===== src/rtl/uart_tx_arbiter_pkg.sv =====
// Shared definitions for the UART transmit arbiter: FSM states, ASCII codes, requester ids.
// Latency: n/a (constants and types only).
// Backpressure: n/a.
package uart_tx_arbiter_pkg;

    typedef logic [2:0] state_t;

    localparam state_t ST_IDLE    = 3'd0;
    localparam state_t ST_SEND    = 3'd1;
    localparam state_t ST_WAIT_HI = 3'd2;
    localparam state_t ST_WAIT_LO = 3'd3;
    localparam state_t ST_GAP     = 3'd4;
    localparam state_t ST_LF      = 3'd5;

    typedef enum logic {
        REQ_KB  = 1'b0,
        REQ_AUX = 1'b1
    } req_id_t;

    localparam logic [7:0] ASCII_CR = 8'h0D;
    localparam logic [7:0] ASCII_LF = 8'h0A;

endpackage


===== src/rtl/uart_tx_arbiter_fifo.sv =====
// Keyboard byte FIFO; read data is the head entry, valid combinationally while not empty.
// Latency: a pushed byte is visible at the head one cycle after the push.
// Backpressure: none upstream; a push while full is ignored unless a pop happens in the same cycle.
module kb_byte_fifo #(
    parameter  int DEPTH = 8,
    localparam int AW    = $clog2(DEPTH)
) (
    input  logic          clk,
    input  logic          rst_n,
    input  logic          push,
    input  logic [7:0]    wr_dat,
    input  logic          pop,
    output logic [7:0]    rd_dat,
    output logic          full,
    output logic          empty,
    output logic [AW:0]   count
);

    localparam logic [AW:0]   FULL_CNT = (AW+1)'(DEPTH);
    localparam logic [AW:0]   CNT_ONE  = (AW+1)'(1);
    localparam logic [AW-1:0] PTR_ONE  = AW'(1);

    logic [7:0]    mem_q [DEPTH];
    logic [AW-1:0] rd_ptr_q, rd_ptr_d;
    logic [AW-1:0] wr_ptr_q, wr_ptr_d;
    logic [AW:0]   count_q, count_d;
    logic          push_ok, pop_ok;

    assign full    = (count_q == FULL_CNT);
    assign empty   = (count_q == '0);
    assign pop_ok  = pop & ~empty;
    // A full FIFO still takes a byte when the head leaves in the same cycle.
    assign push_ok = push & (~full | pop_ok);
    assign rd_dat  = mem_q[rd_ptr_q];
    assign count   = count_q;

    always_comb begin
        rd_ptr_d = pop_ok  ? rd_ptr_q + PTR_ONE : rd_ptr_q;
        wr_ptr_d = push_ok ? wr_ptr_q + PTR_ONE : wr_ptr_q;
        case ({push_ok, pop_ok})
            2'b10:   count_d = count_q + CNT_ONE;
            2'b01:   count_d = count_q - CNT_ONE;
            default: count_d = count_q;
        endcase
    end

    always_ff @(posedge clk or negedge rst_n) begin
        if (!rst_n) begin
            rd_ptr_q <= '0;
            wr_ptr_q <= '0;
            count_q  <= '0;
        end else begin
            rd_ptr_q <= rd_ptr_d;
            wr_ptr_q <= wr_ptr_d;
            count_q  <= count_d;
        end
    end

    always_ff @(posedge clk) begin
        if (push_ok) begin
            mem_q[wr_ptr_q] <= wr_dat;
        end
    end

endmodule


===== src/rtl/uart_tx_arbiter.sv =====
// Round-robin arbiter feeding one UART transmitter from a keyboard FIFO and an aux requester; TX_CRLF_EN adds LF after keyboard CR.
// Latency: grant to tx_send is 1 cycle; a keyboard byte reaches tx_send 2 cycles after kb_done when idle.
// Backpressure: aux waits on aux_ready; keyboard cannot stall, bytes arriving at a full FIFO are dropped and flagged.
module uart_tx_arbiter
    import uart_tx_arbiter_pkg::*;
#(
    parameter int FIFO_DEPTH   = 8,
    parameter int GUARD_CYCLES = 16,
    parameter int BUSY_TIMEOUT = 4
) (
    input  logic                          clk,
    input  logic                          reset,
    input  logic [7:0]                    kb_data,
    input  logic                          kb_done,
    input  logic [7:0]                    aux_data,
    input  logic                          aux_valid,
    output logic                          aux_ready,
    input  logic                          tx_busy,
    output logic [7:0]                    tx_data,
    output logic                          tx_send,
    output logic [$clog2(FIFO_DEPTH):0]   fifo_count,
    output logic                          kb_overflow,
    output logic                          active
);

    localparam logic [7:0] HI_LAST  = 8'(BUSY_TIMEOUT - 1);
    localparam logic [7:0] GAP_LAST = 8'(GUARD_CYCLES - 1);

    state_t     state_q, state_d;
    logic [7:0] cnt_q, cnt_d;
    logic [7:0] tx_data_q, tx_data_d;
    req_id_t    last_q, last_d;
    logic       ovf_q, ovf_d;
`ifdef TX_CRLF_EN
    logic       src_kb_q, src_kb_d;
`endif

    logic       fifo_full, fifo_empty, fifo_pop;
    logic [7:0] fifo_dat;
    logic       grant_kb, grant_aux;

    kb_byte_fifo #(.DEPTH(FIFO_DEPTH)) u_kb_fifo (
        .clk    (clk),
        .rst_n  (reset),
        .push   (kb_done),
        .wr_dat (kb_data),
        .pop    (fifo_pop),
        .rd_dat (fifo_dat),
        .full   (fifo_full),
        .empty  (fifo_empty),
        .count  (fifo_count)
    );

    always_comb begin
        grant_kb  = 1'b0;
        grant_aux = 1'b0;
        if (state_q == ST_IDLE) begin
            if (!fifo_empty && aux_valid) begin
                if (last_q == REQ_AUX) grant_kb  = 1'b1;
                else                   grant_aux = 1'b1;
            end else if (!fifo_empty) begin
                grant_kb = 1'b1;
            end else if (aux_valid) begin
                grant_aux = 1'b1;
            end
        end
    end

    assign fifo_pop    = grant_kb;
    // Gated so the accept pulse cannot leak out while reset is held.
    assign aux_ready   = grant_aux & reset;
    assign tx_send     = (state_q == ST_SEND);
    assign active      = (state_q != ST_IDLE);
    assign tx_data     = tx_data_q;
    assign kb_overflow = ovf_q;
    assign ovf_d       = ovf_q | (kb_done & fifo_full & ~fifo_pop);

    always_comb begin
        state_d   = state_q;
        cnt_d     = cnt_q;
        tx_data_d = tx_data_q;
        last_d    = last_q;
`ifdef TX_CRLF_EN
        src_kb_d  = src_kb_q;
`endif
        case (state_q)
            ST_IDLE: begin
                if (grant_kb || grant_aux) begin
                    state_d   = ST_SEND;
                    tx_data_d = grant_kb ? fifo_dat : aux_data;
                    last_d    = grant_kb ? REQ_KB : REQ_AUX;
`ifdef TX_CRLF_EN
                    src_kb_d  = grant_kb;
`endif
                end
            end
            ST_SEND: begin
                state_d = ST_WAIT_HI;
                cnt_d   = '0;
            end
            ST_WAIT_HI: begin
                if (tx_busy || cnt_q == HI_LAST) state_d = ST_WAIT_LO;
                else                             cnt_d   = cnt_q + 8'd1;
            end
            ST_WAIT_LO: begin
                if (!tx_busy) begin
                    state_d = ST_GAP;
                    cnt_d   = '0;
                end
            end
            ST_GAP: begin
                if (cnt_q == GAP_LAST) begin
`ifdef TX_CRLF_EN
                    state_d = (src_kb_q && tx_data_q == ASCII_CR) ? ST_LF : ST_IDLE;
`else
                    state_d = ST_IDLE;
`endif
                end else begin
                    cnt_d = cnt_q + 8'd1;
                end
            end
`ifdef TX_CRLF_EN
            ST_LF: begin
                state_d   = ST_SEND;
                tx_data_d = ASCII_LF;
                src_kb_d  = 1'b0;
            end
`endif
            default: state_d = ST_IDLE;
        endcase
    end

    always_ff @(posedge clk or negedge reset) begin
        if (!reset) begin
            state_q   <= ST_IDLE;
            cnt_q     <= '0;
            tx_data_q <= '0;
            last_q    <= REQ_AUX;
            ovf_q     <= 1'b0;
`ifdef TX_CRLF_EN
            src_kb_q  <= 1'b0;
`endif
        end else begin
            state_q   <= state_d;
            cnt_q     <= cnt_d;
            tx_data_q <= tx_data_d;
            last_q    <= last_d;
            ovf_q     <= ovf_d;
`ifdef TX_CRLF_EN
            src_kb_q  <= src_kb_d;
`endif
        end
    end

endmodule


===== config.mk =====
export PLATFORM = sky130hd
export DESIGN_NAME = uart_tx_arbiter
export DESIGN_NICKNAME = d
export VERILOG_FILES = /design/src/rtl/uart_tx_arbiter_pkg.sv /design/src/rtl/uart_tx_arbiter_fifo.sv /design/src/rtl/uart_tx_arbiter.sv
export SDC_FILE = /design/constraint.sdc
export NUM_CORES = 1
export LEC_CHECK = 0
export ABC_AREA = 1
export BUFFER_PORTS_ARGS = -buffer_cell sky130_fd_sc_hd__buf_2
export CORE_MARGIN = 1.5
export CORE_UTILIZATION = 60
export CTS_CLUSTER_DIAMETER = 40
export DETAILED_ROUTE_END_ITERATION = 16
export PLACE_DENSITY = 0.8
export SLEW_MARGIN = 20
export SYNTH_ARGS = -nofsm -noshare
export SYNTH_HDL_FRONTEND = slang
export SYNTH_HIERARCHICAL = 1
export SYNTH_SLANG_ARGS = --single-unit

===== constraint.sdc =====
create_clock -name clk -period 3.63 [get_ports clk]
set_clock_uncertainty 0.15 [all_clocks]
set_input_delay 0.1815 -clock clk [delete_from_list [all_inputs] [get_ports clk]]
set_output_delay 0.1815 -clock clk [all_outputs]
set_load 0.005 [all_outputs]

### Word level (Yosys, flattened, before mapping)

Memory sizes are Yosys's and may differ from the RTL's.
Cells that the tools add are included.

| cells by class | value |
|---|---|
| reductions and logical operators | 12 |
| mux-type cells | 23 |
| bitwise logic cells | 10 |
| equality and inequality tests | 15 |
| $add $sub $neg | 5 |

Operators with widths:

| operator | count |
|---|---|
| $mux 8 | 4 |
| $pmux 8 s4 | 1 |
| $pmux 3 s5 | 1 |
| $mux 1 | 12 |
| $mux 3 | 4 |
| $ne 2x2->1 const B | 5 |
| $add 8x1->8 const B | 1 |
| $eq 8x2->1 const B | 1 |
| $eq 8x4->1 const B | 1 |
| $pmux 4 s2 | 1 |
| $reduce_and 4->1 | 2 |
| $add 3x1->3 const B | 2 |
| $eq 3x2->1 const B | 2 |
| $and 1x1->1 | 5 |
| $add 4x1->4 const B | 1 |
| $eq 4x4->1 const B | 1 |
| $logic_not 4->1 | 1 |
| $reduce_bool 4->1 | 1 |
| $sub 4x1->4 const B | 1 |
| $eq 3x1->1 const B | 1 |
| $eq 3x3->1 const B | 1 |
| $logic_not 3->1 | 1 |
| $not 1->1 | 3 |
| $reduce_bool 3->1 | 1 |
| other kinds (9) | 11 |

| word-level totals | value |
|---|---|
| memory bits (writable) | 64 |
| word-level logic and storage cells | 74 |
| output and inout port bits | 16 |
| memories | 1 |
| register bits | 31 |

Memories:

| name | depth | width | read ports | clocked after memory_dff | write ports | RTL line | RTL |
|---|---|---|---|---|---|---|---|
| u_kb_fifo.mem_q | 8 | 8 | 1 | 0 | 1 | uart_tx_arbiter_fifo.sv:23 | `logic [7:0] mem_q [DEPTH];` |

### Longest topological paths before layout

| logic depth | value |
|---|---|
| depth in word-level cells | 10 |
| mapped depth | 17 |
| depth with buffers taken out | 16 |

### By module

Netlist, hierarchy kept.

By module, submodules not included:

| module | cells an instance | seq. area each (um^2) | times used | area each (um^2) |
|---|---|---|---|---|
| kb_byte_fifo | 255 | 2172.1 | 1 | 3121.7 |
| uart_tx_arbiter | 185 | 526.8 | 1 | 1325.0 |

### Worst setup path before layout

Ideal clock, no wire load.

| timing path | value |
|---|---|
| path kind | reg-to-reg |
| from | reg u_kb_fifo.count_q[0], in the netlist u_kb_fifo/count[0] |
| to | mem u_kb_fifo.mem_q[1][0] (enable) |
| period minus slack after synthesis | 2.500 ns |
| path buffers | 1 |
| required time | 3.097 ns |
| cell stages (with the launch flop) | 12 |
| arrival time | 1.967 ns |
| path slack | 1.130 ns |
| path through | dfrtp_1 > nor2_2 > nand2_2 > inv_1 > inv_1 > nand3_4 > buf_6 > inv_2 > nand2_4 > nand2_2 > nand2_4 > nor3_1 |

| between the ends | value |
|---|---|
| longest elaborated chain between the ends | 10 |
| elaborated cells on any way between the ends | 14 |
| those cells by class | eq/ne (1); mux (5); bitwise (5); reduce/logical (3) |

Ends and longest elaborated chain:

| element | RTL line | RTL |
|---|---|---|
| start: declaration | uart_tx_arbiter_fifo.sv:26 | `logic [AW:0] count_q, count_d;` |
| start signal: assignment | uart_tx_arbiter_fifo.sv:55 | `count_q <= count_d;` |
| $logic_not 4->1 * | uart_tx_arbiter_fifo.sv:30 | `assign empty = (count_q == '0);` |
| net fifo_empty | uart_tx_arbiter.sv:38 | `logic fifo_full, fifo_empty, fifo_pop;` |
| $logic_not 1->1 | -- |  |
| $logic_and 1x1->1 | uart_tx_arbiter.sv:58 | `if (!fifo_empty && aux_valid) begin` |
| $mux 1 * | uart_tx_arbiter.sv:58 |  |
| $mux 1 * | uart_tx_arbiter.sv:57 | `if (state_q == ST_IDLE) begin` |
| net fifo_pop | uart_tx_arbiter.sv:38 |  |
| $and 1x1->1 * | uart_tx_arbiter_fifo.sv:31 | `assign pop_ok = pop & ~empty;` |
| $or 1x1->1 * | uart_tx_arbiter_fifo.sv:33 | `assign push_ok = push & (~full \| pop_ok);` |
| $and 1x1->1 * | uart_tx_arbiter_fifo.sv:33 |  |
| $mux 1 * | uart_tx_arbiter_fifo.sv:60 | `if (push_ok) begin` |
| $mux 1 (not written as such) * | uart_tx_arbiter_fifo.sv:61 | `mem_q[wr_ptr_q] <= wr_dat;` |
| end: declaration | uart_tx_arbiter_fifo.sv:23 |  |

The timed path passes the listed nets; every way through them passes the cells marked *.

### Worst setup path in the final report

| timing path | value |
|---|---|
| from | reg u_kb_fifo.count_q[0], in the netlist u_kb_fifo/count[0] |
| to | reg u_kb_fifo.count_q[3], in the netlist u_kb_fifo/count[3] |

| between the ends | value |
|---|---|
| longest elaborated chain between the ends | 10 |
| elaborated cells on any way between the ends | 18 |
| those cells by class | add/sub (2); eq/ne (3); mux (4); bitwise (5); reduce/logical (4) |

Ends and longest elaborated chain:

| element | RTL line | RTL |
|---|---|---|
| $logic_not 4->1 * | uart_tx_arbiter_fifo.sv:30 |  |
| net fifo_empty | uart_tx_arbiter.sv:38 |  |
| $logic_not 1->1 | -- |  |
| $logic_and 1x1->1 | uart_tx_arbiter.sv:58 |  |
| $mux 1 * | uart_tx_arbiter.sv:58 |  |
| $mux 1 * | uart_tx_arbiter.sv:57 |  |
| net fifo_pop | uart_tx_arbiter.sv:38 |  |
| $and 1x1->1 * | uart_tx_arbiter_fifo.sv:31 |  |
| $or 1x1->1 | uart_tx_arbiter_fifo.sv:33 |  |
| $and 1x1->1 | uart_tx_arbiter_fifo.sv:33 |  |
| $eq 2x1->1 / $eq 2x2->1 (equally long branches) | uart_tx_arbiter_fifo.sv:40 | `case ({push_ok, pop_ok})` |
| $pmux 4 s2 / $reduce_bool 2->1 (equally long branches) | -- |  |

Marked as above.
A chain may end at the register's enable or synchronous reset.

==> key figures <==
Status
  – Outcome: finished, final reports clean

STA
  – Final slew viol count: 0
  – Headroom to the max-slew limit: a little over a third
  – Worst slew pin tran: about 960 ps
  – Final period util: 71.0%
  – Min Clock Period, post-route: ~2600 ps
  – Setup_tns: 0 ps
  – Final Setup Violations: 0
  – PnR worst setup slack: between 1000 and 1500 ps
  – FMAX: between 300 and 400 MHz
  – RSZ-0062 raised after global routing: no
  – Final Hold Viols: 0

Yosys
  – Syn_area_per_cell: ~10 µm²
  – Ranking of synthesized cells by area: edfxtp_1 (43%), dfrtp_1 (17%), nand2_1 (7.8%)
  – Post-synthesis mux area share: under 10%
  – Post-Synth Adder-Cell Area: under 10%
  – Synth Register Bits: 95
  – Post-synth EDFFs: 64
  – Yosys Warn Count: 6
  – Post-synthesis async set-or-reset flop share: between 30% and 40%
  – Post-Synth XOR/XNOR Area: under 10%
  – Mapped Nets: about 470
  – Post-Synthesis Cells: 440
  – Largest area contributor in the netlist: edfxtp_1
  – Post-synthesis sequential area ratio: 60.7%
  – Count leader, synth: nand2_1
  – Combinational family with the most area after synthesis: simple AND/OR/NAND/NOR gates
  – Yosys cell types: 34
  – Netlist Area Pre-Place: 4450 µm²
  – Synth Flop Type: edfxtp_1
  – Most instantiated cells after synthesis: nand2_1 (92), edfxtp_1 (64), nor2_1 (56)
  – Simple-gate area share of the yosys netlist: 20.1%
  – Synth top area share: 43.2%
  – Synth Area in Compound Gates: 8.16%

Global route
  – Gr usage total: approximately a quarter
  – Vias in the first global route: approximately 3000
  – Initial antenna violation count: 0
  – First-pass GRT wire length: between 10000 and 15000 µm
  – Largest net degree at the start of global routing: 35
  – Gr ovfl total: 0

Clocking
  – CTS sink count: 95
  – CTS resizes: 0
  – Root Buffer: clkbuf_8
  – Worst-Skew Late Latency: approximately 360 ps
  – # H-tree levels: 3
  – Reg clk slew, reported paths: roughly 90 ps
  – Clock Tree Buf Depth: 2
  – Cts bufs inserted: 9
  – CTS tree: built

Floorplanning
  – Die Span X: a little under 90 µm
  – Initial Util: 61.6%
  – Core area: 7210 µm²
  – Rows: 31
  – Die area: slightly below 8000 µm²
  – IO Count: 37
  – Die Y-Extent: 89.1 µm

Critical path
  – Crit-path max FO: 19
  – R2r setup slk: approximately 1100 ps
  – Worst endpoint required time: ~3700 ps
  – Reg2Reg Depth: 15
  – Nature of the critical path endpoint: flip-flop
  – Crit path DAT: roughly 2700 ps
  – CP Launch Type: flip-flop
  – CP Class: flip-flop to flip-flop

Route
  – First drt pass iteration count: 6
  – Drc violations: 0
  – DR vias/cell: 5.39
  – Post-route ant nets: 0
  – Drt wl/cell: approximately 15 µm
  – Via Count: between 3000 and 4000
  – Final WL: 8800 µm
  – Number of DRC markers in iteration 0: 262

Cells and area
  – Fin cells: slightly below 600
  – Share of cells above drive strength 1: between 10% and 20%
  – Final instance area: between 5000 and 6000 µm²
  – N_diodes: 0
  – Final net count: approximately 520
  – Layout area overhead: 12.7%

Run
  – Maxcap violations: 0

Power
  – Pwr Total: 3.79 mW
  – Lkg Pwr: roughly 2.2 nW
  – Peak supply drop: around 0.37 mV
  – Sw Pwr: roughly 1.5 mW
  – Cell Pwr Density: around 760 nW/µm²
  – Seq pwr share: approximately 43%
  – Clock power frac: 18.1%
  – Combinational power share: between 30% and 40%
  – Switching share of power: about 40%
  – Internal power of the cells: ~2.3 mW

Placed design
  – Placed Cells: between 500 and 600
  – Routability Congestion: 0.829
  – Port buffer count: 36
  – Dpl hpwl: a little over 6000 µm
  – Placed cell areas: roughly 4700 µm²
  – Post-Place Worst Slack: approximately 1100 ps

Min path
  – Worst Hold Class: input pin to flip-flop
  – Cell depth of the worst hold path: 5
==> area by class of cell <==
type | count | area (µm²)
multi-input cells | 288 | 1500
fillers | 549 | 2200
repair buffers | 52 | 328
flip-flops and latches | 95 | 2700
clock buffers | 10 | 128
clock inverters | 6 | 67.6
inverters | 45 | 169
well taps | 99 | 124
==> power by group through the flow <==
stage                     logic, mW  clock network [mW]  registers [mW]
final                          1.47               0.688            1.64
after global routing           1.66               0.736            1.66
after CTS                      1.47               0.694            1.63
after detailed placement       1.45                   0            1.66
after global placement         1.40                   0            1.64
after floorplan                1.16                   0            1.56
==> stage by stage <==
stage | hold WS [ps] | util [%]
floorplan | -264 | -
global placement | 120 | 65.3
detailed placement | 119 | 65.3
CTS | 13.7 | 69.5
global route | 28.5 | 69.5
finish | 20.6 | 69.5
==> cells by family (layout without fill, tap and decap cells) <==
group,count (synthesis),in the layout
and+or+nand+nor,198,198
AOI/OAI and AO/OA,67,67
DFF,95,95
buffers and inverters,57,113
xor gates and xnor gates,8,8
muxes,9,9
adders and majority gates,6,6
==> worst max-delay path, stage by stage (launching register included) <==
cell	delay, ps
dfrtp_1	430
nor2_2	150
nand2_2	100
inv_1	70
inv_1	80
nand3_4	210
inv_2	100
nand3_1	170
inv_1	90
ha_1	330
a21oi_1	220
nand3_1	90
nand2_1	100
nand3_1	70
nand2_1	70
inv_1	30
==> sequential cells by signal (all words and copies together), names as in the netlist <==
signal / cells
u_kb_fifo/mem_q: 64
u_kb_fifo/count: 4
kb_overflow: 1
u_kb_fifo/wr_ptr_q: 3
tx_data: 8
last_q: 1
cnt_q: 8
u_kb_fifo/rd_ptr_q: 3
state_q: 3
==> layout by cell type (no fill, tap or decap), types with 9 or more instances in the layout <==
cell | synthesis | final
nand3_1 | 21 | 21
dlygate4sd3_1 | 0 | 11
a21oi_1 | 11 | 11
inv_1 | 37 | 37
nand2_1 | 92 | 92
edfxtp_1 | 64 | 64
nor2_1 | 56 | 56
o21ai_0 | 25 | 25
o21ai_1 | 19 | 19
buf_2 | 7 | 36
dfrtp_1 | 30 | 30
clkbuf_8 | 0 | 9
==> routing by layer <==
layer	wire (µm)	GRT usage (%)	part of all wire, %	vias to the layer above
met5	0	0	0	-
met4	142	9.79	1.6	0
met3	524	5.45	6.0	12
met2	4230	36.4	48	107
met1	3900	32.3	44	1518
li1	-	-	-	1573
==> timing repair <==
| action | in CTS | in global routing |
|---|---|---|
| setup buffers | 0 | 0 |
| hold buffers | 11 | 0 |
| hold endpoints to repair | 89 | 0 |
==> worst paths after layout <==
check,start,to
setup / recovery,u_kb_fifo/count[0]$_DFFE_PN0P_,u_kb_fifo/count[3]$_DFFE_PN0P_
min in group asynchronous,reset,cnt_q[5]$_DFFE_PN0P_
hold reg to reg,last_q$_DFFE_PN1P_,last_q$_DFFE_PN1P_
setup reg to reg,u_kb_fifo/count[0]$_DFFE_PN0P_,u_kb_fifo/count[3]$_DFFE_PN0P_
max in group asynchronous,reset,u_kb_fifo/wr_ptr_q[2]$_DFFE_PN0P_
hold / removal,aux_data[2],tx_data[2]$_DFFE_PN0P_
Power figures use the tool's default switching activity.
